**config.mk**
```make
export PLATFORM = sky130hd
export DESIGN_NAME = axi_write_only_ctrl_flat
export DESIGN_NICKNAME = d
export VERILOG_FILES = /design/src/rtl/axi_mem_if_pkg.sv /design/src/rtl/axi_write_only_ctrl_if.sv /design/src/rtl/axi_write_only_ctrl.sv /design/src/flat_wrapper.sv
export SDC_FILE = /design/constraint.sdc
export NUM_CORES = 1
export LEC_CHECK = 0
export CORE_AREA = 3 3 115 117
export DETAILED_ROUTE_END_ITERATION = 10
export DIE_AREA = 0 0 118 120
export PLACE_DENSITY = 0.77
export RECOVER_POWER = 50
export SYNTH_ARGS = -nofsm -noshare
export SYNTH_HDL_FRONTEND = slang
export SYNTH_SLANG_ARGS = --single-unit
export TNS_END_PERCENT = 1
```
**constraint.sdc**
```tcl
create_clock -name clk -period 2.9 [get_ports clk]
set_input_delay 0.58 -clock clk [delete_from_list [all_inputs] [get_ports clk]]
set_output_delay 0.58 -clock clk [all_outputs]
set_load 0.01 [all_outputs]
```
**src/rtl/axi_mem_if_pkg.sv**
```systemverilog
`default_nettype none
// ============================================================================
//  Module      : axi_mem_if_pkg
//  Description : Shared types and encodings for the AXI4 memory interface
//                write-side controller: FSM state type, B-channel response
//                codes and AXI burst type encodings.
//  Revision    : 1.0 - initial release
// ============================================================================
package axi_mem_if_pkg;

    // Write controller state
    typedef enum logic [1:0] {
        IDLE = 2'd0,
        DATA = 2'd1,
        RESP = 2'd2
    } state_t;

    // B channel response codes
    localparam logic [1:0] RESP_OKAY   = 2'b00;
    localparam logic [1:0] RESP_SLVERR = 2'b10;

    // AW burst type encodings
    localparam logic [1:0] BURST_FIXED = 2'b00;
    localparam logic [1:0] BURST_INCR  = 2'b01;
    localparam logic [1:0] BURST_WRAP  = 2'b10;

endpackage
`default_nettype wire

```
**src/rtl/axi_write_only_ctrl_if.sv**
```systemverilog
`default_nettype none
// ============================================================================
//  Module      : axi_write_only_ctrl_if
//  Description : Bundle of the AXI4 AW/W/B channels, the single-port SRAM
//                write port and the arbiter request/grant pair used by the
//                write-side memory controller.
//                slave  : controller view (AXI inputs, memory/B outputs)
//                master : AXI master / environment view
//  Revision    : 1.0 - initial release
// ============================================================================
interface axi_write_only_ctrl_if #(
    parameter int AXI4_ADDRESS_WIDTH = 32,
    parameter int AXI4_WDATA_WIDTH   = 64,
    parameter int AXI4_ID_WIDTH      = 16,
    parameter int AXI4_USER_WIDTH    = 10,
    parameter int AXI_NUMBYTES       = AXI4_WDATA_WIDTH / 8,
    parameter int MEM_ADDR_WIDTH     = 13
);
    // AW channel
    logic [AXI4_ID_WIDTH-1:0]      AWID_i;
    logic [AXI4_ADDRESS_WIDTH-1:0] AWADDR_i;
    logic [7:0]                    AWLEN_i;
    logic [2:0]                    AWSIZE_i;
    logic [1:0]                    AWBURST_i;
    logic                          AWLOCK_i;
    logic [3:0]                    AWCACHE_i;
    logic [2:0]                    AWPROT_i;
    logic [3:0]                    AWREGION_i;
    logic [3:0]                    AWQOS_i;
    logic [AXI4_USER_WIDTH-1:0]    AWUSER_i;
    logic                          AWVALID_i;
    logic                          AWREADY_o;
    // W channel
    logic [AXI4_WDATA_WIDTH-1:0]   WDATA_i;
    logic [AXI_NUMBYTES-1:0]       WSTRB_i;
    logic                          WLAST_i;
    logic [AXI4_USER_WIDTH-1:0]    WUSER_i;
    logic                          WVALID_i;
    logic                          WREADY_o;
    // B channel
    logic [AXI4_ID_WIDTH-1:0]      BID_o;
    logic [1:0]                    BRESP_o;
    logic [AXI4_USER_WIDTH-1:0]    BUSER_o;
    logic                          BVALID_o;
    logic                          BREADY_i;
    // SRAM write port and arbiter handshake
    logic                          MEM_CEN_o;
    logic                          MEM_WEN_o;
    logic [MEM_ADDR_WIDTH-1:0]     MEM_A_o;
    logic [AXI4_WDATA_WIDTH-1:0]   MEM_D_o;
    logic [AXI_NUMBYTES-1:0]       MEM_BE_o;
    logic                          grant_i;
    logic                          valid_o;

    modport slave (
        input  AWID_i, AWADDR_i, AWLEN_i, AWSIZE_i, AWBURST_i, AWLOCK_i,
               AWCACHE_i, AWPROT_i, AWREGION_i, AWQOS_i, AWUSER_i, AWVALID_i,
        output AWREADY_o,
        input  WDATA_i, WSTRB_i, WLAST_i, WUSER_i, WVALID_i,
        output WREADY_o,
        output BID_o, BRESP_o, BUSER_o, BVALID_o,
        input  BREADY_i,
        output MEM_CEN_o, MEM_WEN_o, MEM_A_o, MEM_D_o, MEM_BE_o,
        input  grant_i,
        output valid_o
    );

    modport master (
        output AWID_i, AWADDR_i, AWLEN_i, AWSIZE_i, AWBURST_i, AWLOCK_i,
               AWCACHE_i, AWPROT_i, AWREGION_i, AWQOS_i, AWUSER_i, AWVALID_i,
        input  AWREADY_o,
        output WDATA_i, WSTRB_i, WLAST_i, WUSER_i, WVALID_i,
        input  WREADY_o,
        input  BID_o, BRESP_o, BUSER_o, BVALID_o,
        output BREADY_i,
        input  MEM_CEN_o, MEM_WEN_o, MEM_A_o, MEM_D_o, MEM_BE_o,
        output grant_i,
        input  valid_o
    );

endinterface
`default_nettype wire

```
**src/rtl/axi_write_only_ctrl.sv**
```systemverilog
`default_nettype none
// ============================================================================
//  Module      : axi_write_only_ctrl
//  Description : AXI4 write-only slave. Each AW burst is turned into one
//                single-port SRAM write per granted W beat; a single B
//                response closes each burst. Memory access is shared with
//                the read half through an external arbiter (valid_o/grant_i,
//                grant returned in the same cycle).
//  Ports       : clk, rst (sync, active high)
//                axi.slave - AW/W/B channels, SRAM write port
//                            (MEM_CEN/WEN active low, MEM_A word address,
//                            MEM_D/MEM_BE straight from WDATA/WSTRB) and the
//                            arbiter valid_o/grant_i pair
//  Revision    : 1.0 - initial release
// ============================================================================
module axi_write_only_ctrl
    import axi_mem_if_pkg::*;
#(
    parameter int AXI4_ADDRESS_WIDTH = 32,
    parameter int AXI4_WDATA_WIDTH   = 64,
    parameter int AXI4_ID_WIDTH      = 16,
    parameter int AXI4_USER_WIDTH    = 10,
    parameter int AXI_NUMBYTES       = AXI4_WDATA_WIDTH / 8,
    parameter int MEM_ADDR_WIDTH     = 13
) (
    input  logic                  clk,
    input  logic                  rst,
    axi_write_only_ctrl_if.slave  axi
);

    // Byte offset of a full-width beat inside the AXI byte address
    localparam int OFFSET_BIT = $clog2(AXI_NUMBYTES);

    // ------------------------------------------------------------------
    // Registered state and next-state values
    // ------------------------------------------------------------------
    state_t                     r_state, w_state_nxt;
    logic [MEM_ADDR_WIDTH-1:0]  r_addr,  w_addr_nxt;
    logic [7:0]                 r_len,   w_len_nxt;
    logic [7:0]                 r_cnt,   w_cnt_nxt;
    logic                       r_fixed, w_fixed_nxt;
    logic [AXI4_ID_WIDTH-1:0]   r_id,    w_id_nxt;
    logic [AXI4_USER_WIDTH-1:0] r_user,  w_user_nxt;
    logic                       r_err,   w_err_nxt;

    // Combinational outputs
    logic       w_awready;
    logic       w_wready;
    logic       w_bvalid;
    logic [1:0] w_bresp;
    logic       w_valid;
    logic       w_cen;
    logic       w_wen;

    logic                      w_aw_take;
    logic                      w_beat_ok;
    logic                      w_last_beat;
    logic [MEM_ADDR_WIDTH-1:0] w_aw_word;

    assign w_aw_word   = axi.AWADDR_i[MEM_ADDR_WIDTH+OFFSET_BIT-1:OFFSET_BIT];
    assign w_beat_ok   = axi.WVALID_i & axi.grant_i;
    assign w_last_beat = (r_cnt == r_len);

    // ------------------------------------------------------------------
    // State register
    // ------------------------------------------------------------------
    always_ff @(posedge clk) begin
        if (rst) begin
            r_state <= IDLE;
            r_addr  <= '0;
            r_len   <= '0;
            r_cnt   <= '0;
            r_fixed <= 1'b0;
            r_id    <= '0;
            r_user  <= '0;
            r_err   <= 1'b0;
        end else begin
            r_state <= w_state_nxt;
            r_addr  <= w_addr_nxt;
            r_len   <= w_len_nxt;
            r_cnt   <= w_cnt_nxt;
            r_fixed <= w_fixed_nxt;
            r_id    <= w_id_nxt;
            r_user  <= w_user_nxt;
            r_err   <= w_err_nxt;
        end
    end

    // ------------------------------------------------------------------
    // Next-state and output logic
    // ------------------------------------------------------------------
    always_comb begin
        w_state_nxt = r_state;
        w_addr_nxt  = r_addr;
        w_len_nxt   = r_len;
        w_cnt_nxt   = r_cnt;
        w_fixed_nxt = r_fixed;
        w_id_nxt    = r_id;
        w_user_nxt  = r_user;
        w_err_nxt   = r_err;

        w_awready   = 1'b0;
        w_wready    = 1'b0;
        w_bvalid    = 1'b0;
        w_bresp     = RESP_OKAY;
        w_valid     = 1'b0;
        w_cen       = 1'b1;
        w_wen       = 1'b1;
        w_aw_take   = 1'b0;

        case (r_state)
            IDLE: begin
                // W beats arriving ahead of AW are held off here
                w_awready = 1'b1;
                w_aw_take = axi.AWVALID_i;
            end

            DATA: begin
                // The request goes out as soon as data is present; the write
                // itself only counts when the arbiter grants in this cycle.
                w_valid  = axi.WVALID_i;
                w_cen    = ~axi.WVALID_i;
                w_wen    = ~axi.WVALID_i;
                w_wready = w_beat_ok;
                if (w_beat_ok) begin
                    // WLAST never ends the burst; a misplaced or missing
                    // WLAST only marks the response as SLVERR.
                    w_err_nxt = r_err | (axi.WLAST_i != w_last_beat);
                    if (w_last_beat) begin
                        w_state_nxt = RESP;
                    end else begin
                        w_cnt_nxt = r_cnt + 8'd1;
                        // WRAP and reserved types advance like INCR;
                        // the word address wraps silently at the top.
                        if (!r_fixed) begin
                            w_addr_nxt = r_addr + MEM_ADDR_WIDTH'(1);
                        end
                    end
                end
            end

            RESP: begin
                w_bvalid  = 1'b1;
                w_bresp   = r_err ? RESP_SLVERR : RESP_OKAY;
                // A new AW is only taken together with the B handshake so
                // the latched ID/USER stay valid while BVALID is up.
                w_awready = axi.BREADY_i;
                if (axi.BREADY_i) begin
                    if (axi.AWVALID_i) begin
                        w_aw_take = 1'b1;
                    end else begin
                        w_state_nxt = IDLE;
                    end
                end
            end

            default: begin
                w_state_nxt = IDLE;
            end
        endcase

        if (w_aw_take) begin
            w_state_nxt = DATA;
            w_addr_nxt  = w_aw_word;
            w_len_nxt   = axi.AWLEN_i;
            w_cnt_nxt   = 8'd0;
            w_fixed_nxt = (axi.AWBURST_i == BURST_FIXED);
            w_id_nxt    = axi.AWID_i;
            w_user_nxt  = axi.AWUSER_i;
            w_err_nxt   = 1'b0;
        end
    end

    // ------------------------------------------------------------------
    // Output drive
    // ------------------------------------------------------------------
    assign axi.AWREADY_o = w_awready;
    assign axi.WREADY_o  = w_wready;
    assign axi.BVALID_o  = w_bvalid;
    assign axi.BRESP_o   = w_bresp;
    assign axi.BID_o     = r_id;
    assign axi.BUSER_o   = r_user;
    assign axi.valid_o   = w_valid;
    assign axi.MEM_CEN_o = w_cen;
    assign axi.MEM_WEN_o = w_wen;
    assign axi.MEM_A_o   = r_addr;
    assign axi.MEM_D_o   = axi.WDATA_i;
    assign axi.MEM_BE_o  = axi.WSTRB_i;

    // AW attributes that have no effect on a full-width SRAM write
    logic w_unused_inputs;
    assign w_unused_inputs = ^{axi.AWSIZE_i, axi.AWLOCK_i, axi.AWCACHE_i,
                               axi.AWPROT_i, axi.AWREGION_i, axi.AWQOS_i,
                               axi.WUSER_i, axi.AWADDR_i};

endmodule
`default_nettype wire

```
**src/flat_wrapper.sv**
```systemverilog
// flat-port wrapper written by rule: the top's interface ports become plain ports
module axi_write_only_ctrl_flat import axi_mem_if_pkg::*;
#(
    parameter int AXI4_ADDRESS_WIDTH = 32,
    parameter int AXI4_WDATA_WIDTH   = 64,
    parameter int AXI4_ID_WIDTH      = 16,
    parameter int AXI4_USER_WIDTH    = 10,
    parameter int AXI_NUMBYTES       = AXI4_WDATA_WIDTH / 8,
    parameter int MEM_ADDR_WIDTH     = 13
)
  (clk, rst, axi_AWID_i, axi_AWADDR_i, axi_AWLEN_i, axi_AWSIZE_i, axi_AWBURST_i, axi_AWLOCK_i, axi_AWCACHE_i, axi_AWPROT_i, axi_AWREGION_i, axi_AWQOS_i, axi_AWUSER_i, axi_AWVALID_i, axi_AWREADY_o, axi_WDATA_i, axi_WSTRB_i, axi_WLAST_i, axi_WUSER_i, axi_WVALID_i, axi_WREADY_o, axi_BID_o, axi_BRESP_o, axi_BUSER_o, axi_BVALID_o, axi_BREADY_i, axi_MEM_CEN_o, axi_MEM_WEN_o, axi_MEM_A_o, axi_MEM_D_o, axi_MEM_BE_o, axi_grant_i, axi_valid_o);
  axi_write_only_ctrl_if #(.AXI4_ADDRESS_WIDTH(AXI4_ADDRESS_WIDTH), .AXI4_WDATA_WIDTH(AXI4_WDATA_WIDTH), .AXI4_ID_WIDTH(AXI4_ID_WIDTH), .AXI4_USER_WIDTH(AXI4_USER_WIDTH), .AXI_NUMBYTES(AXI_NUMBYTES), .MEM_ADDR_WIDTH(MEM_ADDR_WIDTH)) axi_i ();
  input  logic clk;
  input  logic rst;
  input wire logic [$bits(axi_i.AWID_i)-1:0] axi_AWID_i;
  input wire logic [$bits(axi_i.AWADDR_i)-1:0] axi_AWADDR_i;
  input wire logic [$bits(axi_i.AWLEN_i)-1:0] axi_AWLEN_i;
  input wire logic [$bits(axi_i.AWSIZE_i)-1:0] axi_AWSIZE_i;
  input wire logic [$bits(axi_i.AWBURST_i)-1:0] axi_AWBURST_i;
  input wire logic [$bits(axi_i.AWLOCK_i)-1:0] axi_AWLOCK_i;
  input wire logic [$bits(axi_i.AWCACHE_i)-1:0] axi_AWCACHE_i;
  input wire logic [$bits(axi_i.AWPROT_i)-1:0] axi_AWPROT_i;
  input wire logic [$bits(axi_i.AWREGION_i)-1:0] axi_AWREGION_i;
  input wire logic [$bits(axi_i.AWQOS_i)-1:0] axi_AWQOS_i;
  input wire logic [$bits(axi_i.AWUSER_i)-1:0] axi_AWUSER_i;
  input wire logic [$bits(axi_i.AWVALID_i)-1:0] axi_AWVALID_i;
  output wire logic [$bits(axi_i.AWREADY_o)-1:0] axi_AWREADY_o;
  input wire logic [$bits(axi_i.WDATA_i)-1:0] axi_WDATA_i;
  input wire logic [$bits(axi_i.WSTRB_i)-1:0] axi_WSTRB_i;
  input wire logic [$bits(axi_i.WLAST_i)-1:0] axi_WLAST_i;
  input wire logic [$bits(axi_i.WUSER_i)-1:0] axi_WUSER_i;
  input wire logic [$bits(axi_i.WVALID_i)-1:0] axi_WVALID_i;
  output wire logic [$bits(axi_i.WREADY_o)-1:0] axi_WREADY_o;
  output wire logic [$bits(axi_i.BID_o)-1:0] axi_BID_o;
  output wire logic [$bits(axi_i.BRESP_o)-1:0] axi_BRESP_o;
  output wire logic [$bits(axi_i.BUSER_o)-1:0] axi_BUSER_o;
  output wire logic [$bits(axi_i.BVALID_o)-1:0] axi_BVALID_o;
  input wire logic [$bits(axi_i.BREADY_i)-1:0] axi_BREADY_i;
  output wire logic [$bits(axi_i.MEM_CEN_o)-1:0] axi_MEM_CEN_o;
  output wire logic [$bits(axi_i.MEM_WEN_o)-1:0] axi_MEM_WEN_o;
  output wire logic [$bits(axi_i.MEM_A_o)-1:0] axi_MEM_A_o;
  output wire logic [$bits(axi_i.MEM_D_o)-1:0] axi_MEM_D_o;
  output wire logic [$bits(axi_i.MEM_BE_o)-1:0] axi_MEM_BE_o;
  input wire logic [$bits(axi_i.grant_i)-1:0] axi_grant_i;
  output wire logic [$bits(axi_i.valid_o)-1:0] axi_valid_o;
  assign axi_i.AWID_i = axi_AWID_i;
  assign axi_i.AWADDR_i = axi_AWADDR_i;
  assign axi_i.AWLEN_i = axi_AWLEN_i;
  assign axi_i.AWSIZE_i = axi_AWSIZE_i;
  assign axi_i.AWBURST_i = axi_AWBURST_i;
  assign axi_i.AWLOCK_i = axi_AWLOCK_i;
  assign axi_i.AWCACHE_i = axi_AWCACHE_i;
  assign axi_i.AWPROT_i = axi_AWPROT_i;
  assign axi_i.AWREGION_i = axi_AWREGION_i;
  assign axi_i.AWQOS_i = axi_AWQOS_i;
  assign axi_i.AWUSER_i = axi_AWUSER_i;
  assign axi_i.AWVALID_i = axi_AWVALID_i;
  assign axi_AWREADY_o = axi_i.AWREADY_o;
  assign axi_i.WDATA_i = axi_WDATA_i;
  assign axi_i.WSTRB_i = axi_WSTRB_i;
  assign axi_i.WLAST_i = axi_WLAST_i;
  assign axi_i.WUSER_i = axi_WUSER_i;
  assign axi_i.WVALID_i = axi_WVALID_i;
  assign axi_WREADY_o = axi_i.WREADY_o;
  assign axi_BID_o = axi_i.BID_o;
  assign axi_BRESP_o = axi_i.BRESP_o;
  assign axi_BUSER_o = axi_i.BUSER_o;
  assign axi_BVALID_o = axi_i.BVALID_o;
  assign axi_i.BREADY_i = axi_BREADY_i;
  assign axi_MEM_CEN_o = axi_i.MEM_CEN_o;
  assign axi_MEM_WEN_o = axi_i.MEM_WEN_o;
  assign axi_MEM_A_o = axi_i.MEM_A_o;
  assign axi_MEM_D_o = axi_i.MEM_D_o;
  assign axi_MEM_BE_o = axi_i.MEM_BE_o;
  assign axi_i.grant_i = axi_grant_i;
  assign axi_valid_o = axi_i.valid_o;
  axi_write_only_ctrl #(.AXI4_ADDRESS_WIDTH(AXI4_ADDRESS_WIDTH), .AXI4_WDATA_WIDTH(AXI4_WDATA_WIDTH), .AXI4_ID_WIDTH(AXI4_ID_WIDTH), .AXI4_USER_WIDTH(AXI4_USER_WIDTH), .AXI_NUMBYTES(AXI_NUMBYTES), .MEM_ADDR_WIDTH(MEM_ADDR_WIDTH)) u_core (.clk(clk), .rst(rst), .axi(axi_i));
endmodule
```
Word-level counts from Yosys, hierarchy flattened
Cells that the tools add are included.
- register bits after elaboration: 59
- input bits: 176
- word-level logic and storage cells: 62
- add/subtract/negate cells: 2
- equality and inequality tests: 15
- muxes and demuxes: 21
- bitwise gates (word level): 5
- reduce and logical (&&, ||, !) cells: 10
- operators by type and width (cell ; number):
    two-way mux 13 bit ; 5
    adder 13 x 1 -> 13 bit, second input constant ; 1
    two-way mux 2 bit ; 6
    AND reduction 5 bit ; 2
    adder 8 x 1 -> 8 bit, second input constant ; 1
    == test 8 bit ; 1
    inequality test 2 x 1 -> 1 bit, second input constant ; 4
    two-way mux 1 bit ; 7
    inequality test 2 bit, second input constant ; 3
    inequality test 3 x 1 -> 1 bit, second input constant ; 2
    inequality test 3 x 2 -> 1 bit, second input constant ; 2
    one-hot mux 2 bit (3 select lines) ; 1
    logical NOT 2 bit ; 2
    one-hot mux 1 bit (2 select lines) ; 2
    AND reduction 4 bit ; 1
    nonzero test 2 bit ; 2
    inverter 1 bit ; 3
    AND reduction 3 bit ; 1
    == test 2 x 1 -> 1 bit, second input constant ; 1
    == test 2 bit, second input constant ; 1
    AND reduction 2 bit ; 1
    OR reduction 2 bit ; 1
    AND 1 bit ; 1
    inequality test 1 bit ; 1
    bitwise OR 1 bit ; 1

Longest topological paths before layout
- depth in word-level cells: 6
- depth in mapped cells: 7
- depth with buffers taken out: 7

Least setup slack after synthesis
No wires, ideal clock.
- path kind: flip-flop to flip-flop
- start: reg u_core.r_cnt[3]
- end: reg u_core.r_addr[2] (netlist: u_core.axi.MEM_A_o[2])
- library setup time: 0.115 ns
- arrival: 1.937 ns
- data required time: 2.785 ns
- path slack: 0.848 ns
- stages on the path, launching flop included: 7
- path buffers: 1
- period minus slack after synthesis: 2.052 ns
- cell sequence: dfxtp_1 -> xor2_1 -> nor4_2 -> a211o_1 -> buf_6 -> mux2_2 -> o21a_1
- longest elaborated chain between the ends: 3
- ends and longest elaborated chain (item ; line ; text):
    start, declared ; axi_write_only_ctrl.sv:40 ; logic [7:0] r_cnt, w_cnt_nxt;
    start signal, assigned ; axi_write_only_ctrl.sv:81 ; r_cnt <= w_cnt_nxt;
    == test 8 bit ; axi_write_only_ctrl.sv:62 ; assign w_last_beat = (r_cnt == r_len);
    inequality test 2 x 1 -> 1 bit (no source line) ; n/a ;
    AND reduction 4 bit (no source line) ; n/a ;
    end signal, assigned ; axi_write_only_ctrl.sv:79 ; r_addr <= w_addr_nxt;
    end, declared ; axi_write_only_ctrl.sv:38 ; logic [MEM_ADDR_WIDTH-1:0] r_addr, w_addr_nxt;
Every way passes these cells.
A chain may end at the register's enable or synchronous reset.

Worst setup path in the final report
- start: in axi_WVALID_i
- end: out axi_WREADY_o
- longest elaborated chain between the ends: 2
- ends and longest elaborated chain (item ; line ; text):
    start, declared ; flat_wrapper.sv:32 ; input wire logic [$bits(axi_i.WVALID_i)-1:0] axi_WVALID_i;
    AND 1 bit ; axi_write_only_ctrl.sv:61 ; assign w_beat_ok = axi.WVALID_i & axi.grant_i;
    two-way mux 1 bit ; axi_write_only_ctrl.sv:111 ; case (r_state)
    end, declared ; flat_wrapper.sv:33 ; output wire logic [$bits(axi_i.WREADY_o)-1:0] axi_WREADY_o;
Every way passes these cells.

==> results.sh <==
export IMPL_status="finished, final reports clean"
export IMPL_wl_mm=8.29
export IMPL_clock_sinks=59
export IMPL_synth_cell_type_count=42
export IMPL_drtIter0Drc=90
export IMPL_netSwitchingFraction_pct=25.0
export IMPL_setup_tns_ns=0
export IMPL_synthArstFlopShare_pct=0
export IMPL_cpLargestDelayFamily="buffers and inverters"
export IMPL_die_width_um=118
export IMPL_cp_slowest_cell="clkdlybuf4s50_1"
export IMPL_postCtsSetupRepairBufs=0
export IMPL_yosys_register_bits=59
export IMPL_netlist_instances=398
export IMPL_track_usage_pct=12.2
export IMPL_h_tree_depth=3
export IMPL_crit_required_ns=2.32
export IMPL_drt_pass1_iter_count=4
export IMPL_route_antenna_remaining_nets=0
export IMPL_clk_latency_ns=0.33
export IMPL_cp_max_fo=6
export IMPL_arrival_ns=2.06
export IMPL_ir_drop_uv=298
export IMPL_ys_seq_area_share_pct=37.3
export IMPL_critPathLaunchType="input pin"
export IMPL_leakagePower_nw=1.54
export IMPL_portBuffers=101
export IMPL_clk_pin_slew_ns=0.05
export IMPL_top_usage_layer="met2"
export IMPL_period_minus_slack_ns=2.64
export IMPL_synth_nets=576
export IMPL_grt_pass1_wl_mm=13.6
export IMPL_drc=0
export IMPL_cts_resized=0
export IMPL_rows=41
export IMPL_die_h_um=120
export IMPL_nNetsFinal=604
export IMPL_crit_top_cell="clkdlybuf4s50_1"
export IMPL_reg2reg_from="u_core.r_cnt[2]"
export IMPL_use_met3_pct=6.46
export IMPL_die_area_sq_um=14200
export IMPL_synthesis_area_per_instance_sq_um=7.97
export IMPL_grt_max_degree=36
export IMPL_grt_setup_unrepaired="false"
export IMPL_via_count=2713
export IMPL_hold_depth=2
export IMPL_hp_start="u_core.axi.BID_o[15]"
export IMPL_cp_cell_sequence="clkdlybuf4s50_1, nand3_1, inv_1, clkdlybuf4s50_1"
export IMPL_r2r_end="u_core.axi.MEM_A_o[8]"
export IMPL_synthesis_area_sq_um=3170
export IMPL_core_sq_um=12500
export IMPL_synthFlopType="dfxtp_1"
export IMPL_fill_cells=1295
export IMPL_synth_edf_count=0
export IMPL_internal_power_mw=1.75
export IMPL_min_to="u_core.axi.BID_o[15]"
export IMPL_fin_crit_sh_pct=91.1
export IMPL_cp_end_kind="output port"
export IMPL_cts_tree="done"
export IMPL_wl_per_cell_um=13.8
export IMPL_cts_buffer_depth=2
export IMPL_fin_worst_skew_ns=0.00705
export IMPL_drive_above_1_share_pct=6.96
export IMPL_reg2regPathDepth=6
export IMPL_max_freq_mhz=378
export IMPL_grt_ovfl_total=0
export IMPL_final_common_cell="clkdlybuf4s50_1"
export IMPL_power_frac_clock_pct=45.0
export IMPL_max_cap_viol_count=0
export IMPL_cts_root_buf="clkbuf_16"
export IMPL_p_comb_share_pct=16.5
export IMPL_place_inst=587
export IMPL_rrSetupSlack_ns=0.65
export IMPL_finalNonFillerCells=603
export IMPL_pwr_share_seq_pct=38.6
export IMPL_max_stage_delay_ns=0.55
export IMPL_crit_start="axi_WVALID_i"
export IMPL_n_antenna_cell=0
export IMPL_syn2layout_area_growth_pct=30.4
export IMPL_p_total_mw=2.34
export IMPL_crit_type="input pin to output port"
export IMPL_start_util_pct=25.4
export IMPL_antenna_found_initial=0
export IMPL_most_common_layout_cells="89 x clkdlybuf4s50_1, 78 x nand2_1, 59 x dfxtp_1"
export IMPL_grt_pass1_vias=2859
export IMPL_critPathBufInv=3
export IMPL_switchingPower_uw=585
export IMPL_viasPerCell=4.50
export IMPL_cts_made_buffers=9
export IMPL_hpwlAfterDp_mm=6.10
export IMPL_io_pins=295
export IMPL_gp_congestion=0.756
export IMPL_setup_viol=0
export IMPL_final_hold_viol_count=0
export IMPL_grtUsageMet1_pct=12.7
export IMPL_use_met2_pct=19.7
export IMPL_hold_class="flop to flop"
export IMPL_yosys_warnings=0
export IMPL_postCtsHoldBufs=0
export IMPL_power_density_nw_per_um2=565
export IMPL_maxSlewViolCount=0
[worst min-delay path: cells and delay by family, from the launching register on]
family	cells	cell delay, ns
AOI/OAI and AO/OA	1	0.05
DFF	1	0.30
and+or+nand+nor	1	0.05
[layout make-up]
| type | count | area, sq um | area share, % |
|---|---|---|---|
| well taps | 172 | 215 | 5.21 |
| repair buffers | 110 | 1090 | 26.5 |
| multi-input cells | 239 | 1320 | 32.0 |
| clock inverters | 5 | 52.6 | 1.27 |
| flip-flops and latches | 59 | 1180 | 28.6 |
| inverters | 7 | 26.3 | 0.636 |
| clock buffers | 11 | 243 | 5.87 |
[layer usage]
metal	up-vias	wire [um]
met2	100	3820
met5	-	0
met3	37	814
met4	0	244
li1	1329	-
met1	1247	3420
[Yosys cell counts, types with 2 or more instances]
| master | n | area (sq um) |
|---|---|---|
| o31ai_1 | 3 | 22.5 |
| a31oi_1 | 2 | 12.5 |
| nor4_1 | 3 | 18.8 |
| buf_4 | 74 | 556 |
| nor3_1 | 3 | 15.0 |
| and2_1 | 4 | 25.0 |
| xnor2_1 | 10 | 87.6 |
| nand3_1 | 8 | 40.0 |
| inv_1 | 7 | 26.3 |
| nor4_2 | 2 | 25.0 |
| o21bai_1 | 2 | 15.0 |
| and4_1 | 5 | 43.8 |
| xor2_1 | 8 | 70.1 |
| clkbuf_1 | 17 | 63.8 |
| a21oi_1 | 43 | 215 |
| o21ai_0 | 3 | 15.0 |
| ha_1 | 2 | 25.0 |
| a311oi_1 | 5 | 43.8 |
| nand4_1 | 3 | 18.8 |
| or3_1 | 5 | 31.3 |
| and3_1 | 4 | 25.0 |
| nand2_1 | 78 | 293 |
| dfxtp_1 | 59 | 1180 |
| a211oi_1 | 7 | 52.6 |
| nor2_1 | 23 | 86.3 |
| buf_6 | 2 | 22.5 |
[worst max-delay path by stage]
| stage | endpoint | cells after the start |
|---|---|---|
| after floorplan | u_core.axi.MEM_A_o[2] | 6 |
| after global routing | axi_WREADY_o | 4 |
| final | axi_WREADY_o | 4 |
| after CTS | axi_WREADY_o | 4 |
| after global placement | axi_WREADY_o | 4 |
| after detailed placement | axi_WREADY_o | 4 |
[sequential cells by signal (all words and copies together), names as in the netlist]
name                count
u_core.axi.BID_o       16
u_core.axi.MEM_A_o     13
u_core.axi.BUSER_o     10
u_core.r_cnt            8
u_core.r_len            8
u_core.r_state          2
u_core.r_err            1
u_core.r_fixed          1
[through the flow]
| stage | area (sq um) | hold WS, ns | setup slack (ns) | util, % |
|---|---|---|---|---|
| 2_1_floorplan | 3170 | 0.418 | 0.848 | - |
| 3_3_place_gp | 3840 | 0.438 | 0.247 | 30.8 |
| 3_5_place_dp | 3840 | 0.449 | 0.245 | 30.8 |
| 4_1_cts | 4140 | 0.456 | 0.230 | 33.2 |
| 5_1_grt | 4130 | 0.464 | 0.133 | 33.2 |
| 6_report | 4130 | 0.450 | 0.257 | 33.2 |
[logic make-up (layout without fill, tap and decap cells)]
group / Yosys count / in the layout / share of synthesized area, %
AND/OR/NAND/NOR: 142 / 142 / 20.6
buffers and inverters: 100 / 133 / 21.1
AO/OA/AOI/OAI: 74 / 74 / 14.5
flip-flops: 59 / 59 / 37.3
XOR/XNOR: 18 / 18 / 4.97
adder cells (fa/ha/maj): 2 / 2 / 0.789
multiplexers: 2 / 2 / 0.671
other: 1 / 1 / 0.118
[power by group through the flow]
stage	registers [mW]	logic [mW]	clock network, mW
3_5_place_dp	0.917	0.397	0
4_1_cts	0.901	0.399	1.09
3_3_place_gp	0.914	0.388	0
5_1_grt	0.908	0.425	1.12
2_1_floorplan	0.928	0.260	0
6_report	0.901	0.385	1.05
Power figures use the tool's default switching activity.
